<file path="src/rtl/key_cond_pkg.sv">
// key_cond_pkg: shared constants and per-lane event bundle for the key conditioner
package key_cond_pkg;

  localparam int DEFAULT_DEBOUNCE_CYCLES = 500000;
  localparam int DEFAULT_REPEAT_DELAY    = 25000000;
  localparam int DEFAULT_REPEAT_PERIOD   = 5000000;

  typedef struct packed {
    logic held;
    logic press;
    logic released;
  } key_event_t;

  function automatic int max_int(input int a, input int b);
    return (a > b) ? a : b;
  endfunction

endpackage

</file>
<file path="src/rtl/key_lane.sv">
// key_lane: synchronizer, debounce and optional auto-repeat for one key (KEY_AUTOREPEAT_EN)
module key_lane
  import key_cond_pkg::*;
#(
  parameter int DEBOUNCE_CYCLES = DEFAULT_DEBOUNCE_CYCLES
`ifdef KEY_AUTOREPEAT_EN
  ,
  parameter int REPEAT_DELAY  = DEFAULT_REPEAT_DELAY,
  parameter int REPEAT_PERIOD = DEFAULT_REPEAT_PERIOD
`endif
) (
  input  logic       i_clock,
  input  logic       i_reset_l,
  input  logic       i_key_l,
  output key_event_t o_event
);

  localparam int CW = $clog2(DEBOUNCE_CYCLES);
  localparam logic [CW-1:0] LAST = CW'(DEBOUNCE_CYCLES - 1);

  logic [1:0]    r_sync;
  logic [CW-1:0] r_cnt;
  logic          r_held;
  logic          r_press;
  logic          r_release;
  logic          w_key;
  logic          w_diff;
  logic          w_accept;
  logic          w_rise;
  logic          w_fall;
  logic          w_repeat;

  assign w_key    = ~r_sync[1];
  assign w_diff   = w_key ^ r_held;
  assign w_accept = w_diff && (r_cnt == LAST);
  assign w_rise   = w_accept && !r_held;
  assign w_fall   = w_accept && r_held;

`ifdef KEY_AUTOREPEAT_EN
  localparam int RW = $clog2(max_int(REPEAT_DELAY, REPEAT_PERIOD) + 1);

  logic [RW-1:0] r_rpt;

  // a repeat is due when the countdown expires on a key that stays down
  assign w_repeat = r_held && !w_fall && (r_rpt == '0);

  // countdown to the next repeat: delay after the first press, period after each repeat
  always_ff @(posedge i_clock or negedge i_reset_l)
    if (!i_reset_l) r_rpt <= '0;
    else r_rpt <= w_fall ? '0 :
                  w_rise ? RW'(REPEAT_DELAY - 1) :
                  w_repeat ? RW'(REPEAT_PERIOD - 1) :
                  (r_rpt != '0) ? r_rpt - 1'b1 : r_rpt;
`else
  assign w_repeat = 1'b0;
`endif

  // two-flop synchronizer; resets to the released (high) pin level
  always_ff @(posedge i_clock or negedge i_reset_l)
    if (!i_reset_l) r_sync <= 2'b11;
    else r_sync <= {r_sync[0], i_key_l};

  // debounce: any agreement with held restarts the count, a full run toggles held
  always_ff @(posedge i_clock or negedge i_reset_l)
    if (!i_reset_l) begin
      r_cnt     <= '0;
      r_held    <= 1'b0;
      r_press   <= 1'b0;
      r_release <= 1'b0;
    end else begin
      r_cnt     <= (w_diff && !w_accept) ? r_cnt + 1'b1 : '0;
      r_held    <= r_held ^ w_accept;
      r_press   <= w_rise || w_repeat;
      r_release <= w_fall;
    end

  assign o_event = '{held: r_held, press: r_press, released: r_release};

endmodule

</file>
<file path="src/rtl/key_conditioner.sv">
// key_conditioner: debounced level and press/release pulses for NUM_KEYS active-low buttons (KEY_AUTOREPEAT_EN)
module key_conditioner
  import key_cond_pkg::*;
#(
  parameter int NUM_KEYS        = 4,
  parameter int DEBOUNCE_CYCLES = DEFAULT_DEBOUNCE_CYCLES
`ifdef KEY_AUTOREPEAT_EN
  ,
  parameter int REPEAT_DELAY  = DEFAULT_REPEAT_DELAY,
  parameter int REPEAT_PERIOD = DEFAULT_REPEAT_PERIOD
`endif
) (
  input  logic                i_clock,
  input  logic                i_reset_l,
  input  logic [NUM_KEYS-1:0] i_key_l,
  output logic [NUM_KEYS-1:0] o_held,
  output logic [NUM_KEYS-1:0] o_press,
  output logic [NUM_KEYS-1:0] o_release
);

  key_event_t w_ev [NUM_KEYS];

  for (genvar i = 0; i < NUM_KEYS; i++) begin : g_lane
    key_lane #(
      .DEBOUNCE_CYCLES(DEBOUNCE_CYCLES)
`ifdef KEY_AUTOREPEAT_EN
      ,
      .REPEAT_DELAY (REPEAT_DELAY),
      .REPEAT_PERIOD(REPEAT_PERIOD)
`endif
    ) u_lane (
      .i_clock  (i_clock),
      .i_reset_l(i_reset_l),
      .i_key_l  (i_key_l[i]),
      .o_event  (w_ev[i])
    );
    assign o_held[i]    = w_ev[i].held;
    assign o_press[i]   = w_ev[i].press;
    assign o_release[i] = w_ev[i].released;
  end

endmodule

</file>
<file path="config.mk">
export PLATFORM = sky130hd
export DESIGN_NAME = key_conditioner
export DESIGN_NICKNAME = d
export VERILOG_FILES = /design/src/rtl/key_cond_pkg.sv /design/src/rtl/key_lane.sv /design/src/rtl/key_conditioner.sv
export SDC_FILE = /design/constraint.sdc
export NUM_CORES = 1
export LEC_CHECK = 0
export BUFFER_PORTS_ARGS = -buffer_cell sky130_fd_sc_hd__buf_2
export CAP_MARGIN = 20
export CELL_PAD_IN_SITES_DETAIL_PLACEMENT = 2
export CELL_PAD_IN_SITES_GLOBAL_PLACEMENT = 2
export CORE_UTILIZATION = 41
export DETAILED_ROUTE_END_ITERATION = 12
export HOLD_SLACK_MARGIN = 0.1
export PLACE_DENSITY_LB_ADDON = 0.08
export SETUP_SLACK_MARGIN = 0.1
export SLEW_MARGIN = 20
export SYNTH_ARGS = -nofsm -noshare
export SYNTH_HDL_FRONTEND = slang
export SYNTH_HIERARCHICAL = 1
export SYNTH_SLANG_ARGS = --single-unit
</file>
<file path="constraint.sdc">
create_clock -name i_clock -period 2.25 [get_ports i_clock]
set_clock_uncertainty 0.15 [all_clocks]
set_input_delay 0.225 -clock i_clock [delete_from_list [all_inputs] [get_ports i_clock]]
set_output_delay 0.225 -clock i_clock [all_outputs]
set_load 0.005 [all_outputs]
</file>
==> results of run 1 <==
power breakdown:
part	leakage (uW)	internal, uW	switching, uW
logic	0.000732	44.1	82.7
registers	0.00130	1750	21.5
clock network	0.0000851	518	632
critical path: stages (launching register included):
cell and delay (ps):
sky130_fd_sc_hd__dfrtp_1 450, sky130_fd_sc_hd__nand3_2 150, sky130_fd_sc_hd__or4_4 590, sky130_fd_sc_hd__or4_1 490
sky130_fd_sc_hd__a21oi_1 150
cell usage in the layout (no fill, tap or decap), types with 6 or more instances in the layout:
cell	count
sky130_fd_sc_hd__dfrtp_1	87
sky130_fd_sc_hd__nor2_1	68
sky130_fd_sc_hd__xnor2_1	44
sky130_fd_sc_hd__nand2_1	24
sky130_fd_sc_hd__nand4_1	20
sky130_fd_sc_hd__nor4_1	20
sky130_fd_sc_hd__inv_1	20
sky130_fd_sc_hd__a21oi_1	16
sky130_fd_sc_hd__buf_2	16
sky130_fd_sc_hd__nand3_1	12
sky130_fd_sc_hd__or3_1	12
sky130_fd_sc_hd__nor3_1	12
sky130_fd_sc_hd__xor2_1	12
sky130_fd_sc_hd__ha_1	12
sky130_fd_sc_hd__buf_4	12
sky130_fd_sc_hd__clkbuf_8	9
sky130_fd_sc_hd__nand3_2	8
sky130_fd_sc_hd__o31ai_1	8
sky130_fd_sc_hd__or4_1	8
sky130_fd_sc_hd__o21ai_0	8
sky130_fd_sc_hd__dfstp_2	8
sky130_fd_sc_hd__dlygate4sd3_1	6
registers in the layout, indices dropped and copies added (netlist names):
name,count
g_lane.u_lane/r_cnt,76
g_lane.u_lane/r_sync,8
g_lane.u_lane/r_held,4
g_lane.u_lane/r_release,4
g_lane.u_lane/r_press,4
cell type report:
type                       instances  area [um^2]  area share
timing repair buffer              36          270      0.0525
tap                              140          175      0.0340
clock inverter                     6         68.8      0.0134
clock buffer                      10          128      0.0248
inverter                          20         75.1      0.0146
sequential                        96         2410       0.468
multi-input combinational        312         2020       0.392
timing repair:
item                       in CTS  in global routing
gates resized for setup         1                  4
setup endpoints to repair       1                  6
hold endpoints to repair       99                  0
hold buffers                    6                  0
worst max-delay path by stage:
stage	startpoint	endpoint	slack, ps	cells past startpoint
after floorplan	g_lane[0].u_lane/r_cnt[0]	g_lane[0].u_lane/r_cnt[10]	170	6
after global placement	g_lane[1].u_lane/r_cnt[2]	g_lane[1].u_lane/r_cnt[17]	190	4
after detailed placement	g_lane[1].u_lane/r_cnt[2]	g_lane[1].u_lane/r_cnt[17]	100	4
after CTS	g_lane[2].u_lane/r_cnt[2]	g_lane[2].u_lane/r_cnt[17]	110	4
after global routing	g_lane[0].u_lane/r_cnt[2]	g_lane[0].u_lane/r_cnt[17]	80	4
final	g_lane[0].u_lane/r_cnt[2]	g_lane[0].u_lane/r_cnt[17]	210	4
cells by family (layout without fill, tap and decap cells):
group / Yosys count / in the layout / share of synthesized area
fa+ha+maj: 12 / 12 / 0.0325
flops: 96 / 96 / 0.522
xor+xnor: 56 / 56 / 0.106
simple gates: 208 / 208 / 0.246
buf+inv: 40 / 72 / 0.0433
compound gates: 36 / 36 / 0.0498
metal layers:
layer	part of all wire	global-route usage	wire length, um
met1	0.47	0.261	4920
met2	0.50	0.352	5310
met3	0.017	0.0259	180
met4	0.013	0.0675	139
met5	0	0	0
per-stage QoR:
stage | area [um^2] | setup slack [ps]
CTS | 5140 | 108
detailed placement | 4880 | 102
global route | 5150 | 79.7
finish | 5150 | 208
global placement | 4880 | 195
floorplan | 4620 | 170
==> parameters.txt, run 1 <==
Parameter                              Value

Outcome
  Status ... completed

Synth
  Top cell type's share of synthesized area ... 0.477
  Dominant cell type by area after synthesis ... sky130_fd_sc_hd__dfrtp_1
  Register bit count reported by yosys ... 96
  Cell count after synthesis ... 448
  Synth cell types ... 27
  Warning count from the yosys run ... 6
  Total standard cell area after synthesis ... 4620 um^2
  Leading cell type by number of instances after synthesis ... sky130_fd_sc_hd__dfrtp_1
  Seq/Total Area, Yosys ... 0.522
  Net Count, Synth ... roughly 470
  Count of flip-flops with a built-in enable after synthesis ... 0
  Per-instance average area after synthesis ... 10.3 um^2
  Cell types occupying the most area after synthesis ... sky130_fd_sc_hd__dfrtp_1, sky130_fd_sc_hd__xnor2_1, sky130_fd_sc_hd__nor2_1, sky130_fd_sc_hd__dfstp_2, sky130_fd_sc_hd__ha_1
  List of most frequent post-synthesis cells ... sky130_fd_sc_hd__dfrtp_1, sky130_fd_sc_hd__nor2_1, sky130_fd_sc_hd__xnor2_1
  Async set-or-reset flop fraction in the synthesized netlist ... 1.00
  Primary flip-flop cell chosen by synthesis mapping ... sky130_fd_sc_hd__dfrtp_1

Pwr
  Static leakage power ... approximately 0.0021 uW
  Power per unit of standard cell area ... 593 nW/um^2
  Worst vdd rail ir drop ... 365 uV
  Power, Total ... 3050 uW

Drt
  Routed vias/inst ... 5.42
  Routed wire length ... 10600 um
  Router iterations before antenna repair ... 4
  Final routed DRC violation total ... 0
  Drt initial violations ... 103
  Count of nets left with antenna violations after detail routing ... 0
  Via count ... 3358
  Average wire per standard cell ... 17.0 um

Worst setup path
  Peak fanout along the critical path ... 7
  Crit path DAT ... 2180 ps
  Startpoint type of the worst setup path ... flop
  Register-to-Register Setup Slack ... 210 ps
  Worst EP required ... 2390 ps
  Category of the critical setup timing path ... reg2reg
  Number of cell instances on the worst register-to-register path ... 4
  Capturing point of the worst reg2reg path ... g_lane[0].u_lane/r_cnt[17]
  Start of the worst register-to-register path ... g_lane[0].u_lane/r_cnt[2]
  Endpoint class of the critical path ... flop

Cells and area
  Core occupancy in the finished layout ... 0.473
  Fraction of final layout cells sized beyond drive strength 1 ... 0.163
  Final #Nets ... 493
  # fillers ... about 1200
  Post-route insts no fill ... 620
  Number of diodes added for antenna fixing ... 0
  Area grow syn2layout ... 11.5%

Timing
  Final Hold Slack ... 210 ps
  Worst-Margin Slew ... 382 ps
  Final hold violation count ... 0
  Setup TNS Final ... 0 ps
  Setup repair after global routing missed its margin ... yes
  Final cycle utilization of the critical path ... 0.907
  Shortest period the worst path allows ... 2040 ps
  Fmax ... 490 MHz
  Final count of negative-setup-slack endpoints ... 0
  Max-slew violation total from the final report ... 0
  Slew margin rel. ... 0.743

Clocking
  CTS Buffer Depth ... 2
  Clock transition at the registers of the reported paths ... 90 ps
  Number of setup buffers added after CTS ... 0
  TritonCTS clock tree ... built
  H-tree Lvls ... 3
  Clock Sinks ... 96
  Clock latency of the later-clocked register in the worst-skew pair ... about 370 ps
  Root buffer cell ... sky130_fd_sc_hd__clkbuf_8
  Total clock buffers created by CTS ... 9

Global routing
  First-pass GRT wire length ... approximately 18000 um
  GRT Util Overall ... 0.203
  Number of global-route vias before repair ... about 3700
  Total congestion overflow after global routing ... 0
  Number of antenna violations at the first check in global routing ... 0
  Pin count of the biggest net entering global routing ... 64

Placement
  Global placement routability congestion ... 0.723
  Cell total after placement ... roughly 600
  Detailed Place HPWL ... between 7000 and 8000 um
  Count of input and output buffers ... 17

Floorplan
  Starting density of the core ... 0.424
  Overall die area ... roughly 12000 um^2
  Height of the die ... approximately 110 um
  Std-Cell Rows ... 38
  Die Wd ... 108 um
  I/O pin cnt ... 18
  Area inside the core boundary ... about 11000 um^2

Worst hold path
  Type of the worst min-delay path ... reg2reg
  Hold-critical path endpoint ... g_lane[0].u_lane/r_sync[1]
  Worst Hold Depth ... 0
  Hold Startpoint ... g_lane[0].u_lane/r_sync[0]

Job
  Count of max-cap constraint violations ... 0
No activity file was read; power rests on OpenSTA's default activity.
==> run 2, diff against run 1 <==
Settings changed: SYNTH_HIERARCHICAL 1 to default.
==> parameters.txt, run 2 <==
Parameter                              Value

Drt
  Routed vias/inst ... 5.43
  Router iterations before antenna repair ... 4
  Routed wire length ... about 11000 um
  Average wire per standard cell ... 17.2 um
  Drt initial violations ... 75
  Count of nets left with antenna violations after detail routing ... 0
  Via count ... 3373
  Final routed DRC violation total ... 0

Timing
  Shortest period the worst path allows ... 2060 ps
  Setup TNS Final ... 0 ps
  Setup repair after global routing missed its margin ... yes
  Final cycle utilization of the critical path ... 0.914
  Final hold violation count ... 0
  Max-slew violation total from the final report ... 0
  Slew margin rel. ... 0.634
  Fmax ... ~490 MHz
  Final Hold Slack ... between 200 and 250 ps
  Worst-Margin Slew ... ~550 ps
  Final count of negative-setup-slack endpoints ... 0

Pwr
  Combinational cell fraction of total power ... 0.041
  Net switching power ... 720 uW
  Int Pwr ... roughly 2400 uW
  Clock power share ... 0.390
  Flop pwr share ... 0.569
  Switching power share of the total ... 0.231
  Worst vdd rail ir drop ... a little under 500 uV
  Power per unit of standard cell area ... 610 nW/um^2
  Static leakage power ... 0.00219 uW

Synth
  Top cell type's share of synthesized area ... 0.477
  List of most frequent post-synthesis cells ... sky130_fd_sc_hd__dfrtp_1, sky130_fd_sc_hd__nor2_1, sky130_fd_sc_hd__xnor2_1
  Cell count after synthesis ... approximately 450
  Area share of and/or/nand/nor cells after synthesis ... 0.245
  Net Count, Synth ... 470
  Count of flip-flops with a built-in enable after synthesis ... 0
  Leading cell type by number of instances after synthesis ... sky130_fd_sc_hd__dfrtp_1
  Total standard cell area after synthesis ... 4620 um^2
  Post-synthesis xor/xnor area fraction ... 0.112
  Seq/Total Area, Yosys ... 0.523
  Register bit count reported by yosys ... 96
  Primary flip-flop cell chosen by synthesis mapping ... sky130_fd_sc_hd__dfrtp_1
  Per-instance average area after synthesis ... 10.2 um^2
  Async set-or-reset flop fraction in the synthesized netlist ... 1.00
  Adder-Cell Fraction of Synth Area ... 0.0325
  Dominant cell type by area after synthesis ... sky130_fd_sc_hd__dfrtp_1
  Warning count from the yosys run ... 0
  Synth cell types ... 41
  Cell types occupying the most area after synthesis ... sky130_fd_sc_hd__dfrtp_1, sky130_fd_sc_hd__xnor2_1, sky130_fd_sc_hd__nor2_1, sky130_fd_sc_hd__xor2_1, sky130_fd_sc_hd__dfstp_2
  Fraction of the mapped netlist area in compound gates ... 0.0374
  Proportion of synthesized area in mux cells ... 0.00434
  Largest family of logic cells by synthesized area ... simple AND/OR/NAND/NOR gates

Outcome
  Status ... completed

Cells and area
  Core occupancy in the finished layout ... 0.470
  Final #Nets ... 494
  Area grow syn2layout ... 10.9%
  # fillers ... 1183
  Register cell area after layout ... ~2400 um^2
  Commonest cells after routing, fill and taps aside ... sky130_fd_sc_hd__dfrtp_1, sky130_fd_sc_hd__nor2_1, sky130_fd_sc_hd__xnor2_1
  Flip-flop count of the largest register after layout ... 76
  Final design area excluding fillers ... between 5000 and 6000 um^2
  Number of diodes added for antenna fixing ... 0
  Registers with the most flip-flops ... g_lane.u_lane.r_cnt (76), g_lane.u_lane.r_sync (8)
  Fraction of final layout cells sized beyond drive strength 1 ... 0.135
  Register containing the most flip-flops in the final layout ... g_lane.u_lane.r_cnt
  Multi-input gate area in the final layout ... 2000 um^2
  Most common cell after layout, fill and taps aside ... sky130_fd_sc_hd__dfrtp_1

Floorplan
  I/O pin cnt ... 18
  Die Wd ... approximately 110 um
  Overall die area ... 11700 um^2
  Area inside the core boundary ... 10900 um^2
  Std-Cell Rows ... 38
  Height of the die ... roughly 110 um
  Starting density of the core ... 0.424

Clocking
  Number of setup buffers added after CTS ... 0
  Total clock buffers created by CTS ... 9
  TritonCTS clock tree ... built
  Clock latency of the later-clocked register in the worst-skew pair ... about 370 ps
  Clock Sinks ... 96
  CTS Buffer Depth ... 2
  Root buffer cell ... sky130_fd_sc_hd__clkbuf_8
  H-tree Lvls ... 3
  Clock transition at the registers of the reported paths ... 90 ps

Worst hold path
  Type of the worst min-delay path ... reg2reg

Placement
  Count of input and output buffers ... 17
  Placed Instance Area ... 4850 um^2
  Global placement routability congestion ... around 0.74
  Detailed Place HPWL ... 7610 um

Global routing
  Layer carrying the most global-route usage ... met2
  Pin count of the biggest net entering global routing ... 42
  Global-route track usage on met3 ... 0.0506
  Met1 global-route usage ... 0.242
  Total congestion overflow after global routing ... 0
  First-pass GRT wire length ... 18200 um
  Number of antenna violations at the first check in global routing ... 0
  Met2 layer usage reported by global route ... 0.358
  GRT Util Overall ... 0.204
  Number of global-route vias before repair ... 3680

Worst setup path
  Peak fanout along the critical path ... 4
  Worst EP required ... 2420 ps
  Highest-delay cell along the critical path ... sky130_fd_sc_hd__or4b_2
  Maximum single-stage delay on the critical path ... about 740 ps
  Crit path DAT ... 2220 ps
  Category of cells accounting for the largest share of critical-path delay ... simple AND/OR/NAND/NOR gates
  Buffers & Inverters on Critical Path ... 1
  Category of the critical setup timing path ... reg2reg
  Cell Chain, Critical Path ... or4b_2 -> nor3_1 -> and2_1 -> ha_1 -> inv_1
  Startpoint type of the worst setup path ... flop
  Endpoint class of the critical path ... flop

Job
  Count of max-cap constraint violations ... 0
==> run 2: changes by cell type after synthesis, sizes merged, moves of 5 or more <==
cell / before / now
a21oi: 16 / 11
and3: 0 / 6
nand4: 20 / 27
nor2: 68 / 74
nor4: 20 / 10
o31ai: 12 / 4
or4: 12 / 3
xnor2: 44 / 32
xor2: 12 / 27
==> run 2: area by class of cell <==
cell class                 instances  area share
clock buffer                      12      0.0323
sequential                        96       0.471
clock inverter                     4      0.0100
inverter                          17      0.0125
multi-input combinational        316       0.390
tap                              140      0.0342
timing repair buffer              36      0.0499
==> run 2: cells by family after synthesis <==
kind of cell / count (synthesis)
adders and majority gates: 12
muxes: 2
and+or+nand+nor: 215
xor gates and xnor gates: 59
DFF: 96
AOI/OAI and AO/OA: 28
buffers and inverters: 40
==> run 2: power by group through the flow <==
stage,logic [uW],clock network [uW],registers [uW]
after detailed placement,128,0,1810
after global routing,151,1320,1780
final,129,1220,1780
after floorplan,58.1,0,1800
after global placement,123,0,1810
after CTS,136,1280,1780
==> run 2: timing repair <==
| action | CTS | global route |
|---|---|---|
| hold endpoints to repair | 48 | 0 |
| resized for setup | 0 | 2 |
| endpoints found under the setup margin | 0 | 2 |
| hold buffers | 5 | 0 |
==> run 2: worst paths after layout <==
check / startpoint / end / slack (ps) / cells past startpoint
max: g_lane[2].u_lane.r_cnt[14] / g_lane[2].u_lane.r_held / 190 / 5
max reg2reg: g_lane[2].u_lane.r_cnt[14] / g_lane[2].u_lane.r_held / 190 / 5
max in group asynchronous: i_reset_l / g_lane[3].u_lane.r_sync[1] / 1040 / 3
min in group asynchronous: i_reset_l / g_lane[0].u_lane.r_cnt[6] / 220 / 2
min reg2reg: g_lane[1].u_lane.r_sync[0] / g_lane[1].u_lane.r_sync[1] / 210 / 0
min: g_lane[1].u_lane.r_sync[0] / g_lane[1].u_lane.r_sync[1] / 210 / 0
==> run 2: per-stage QoR <==
stage	setup WS [ps]	total power, uW	cells
after floorplan	254	1860	452
after global placement	283	1930	600
after detailed placement	170	1940	600
after CTS	147	3190	621
after global routing	67.4	3250	621
final	193	3120	621
==> run 2: metal layers <==
layer,share of wire,wire length [um],vias to the layer above
met5,0,0,-
met4,0.019,205,0
met3,0.028,297,12
met2,0.51,5480,34
met1,0.44,4690,1730
li1,-,-,1597
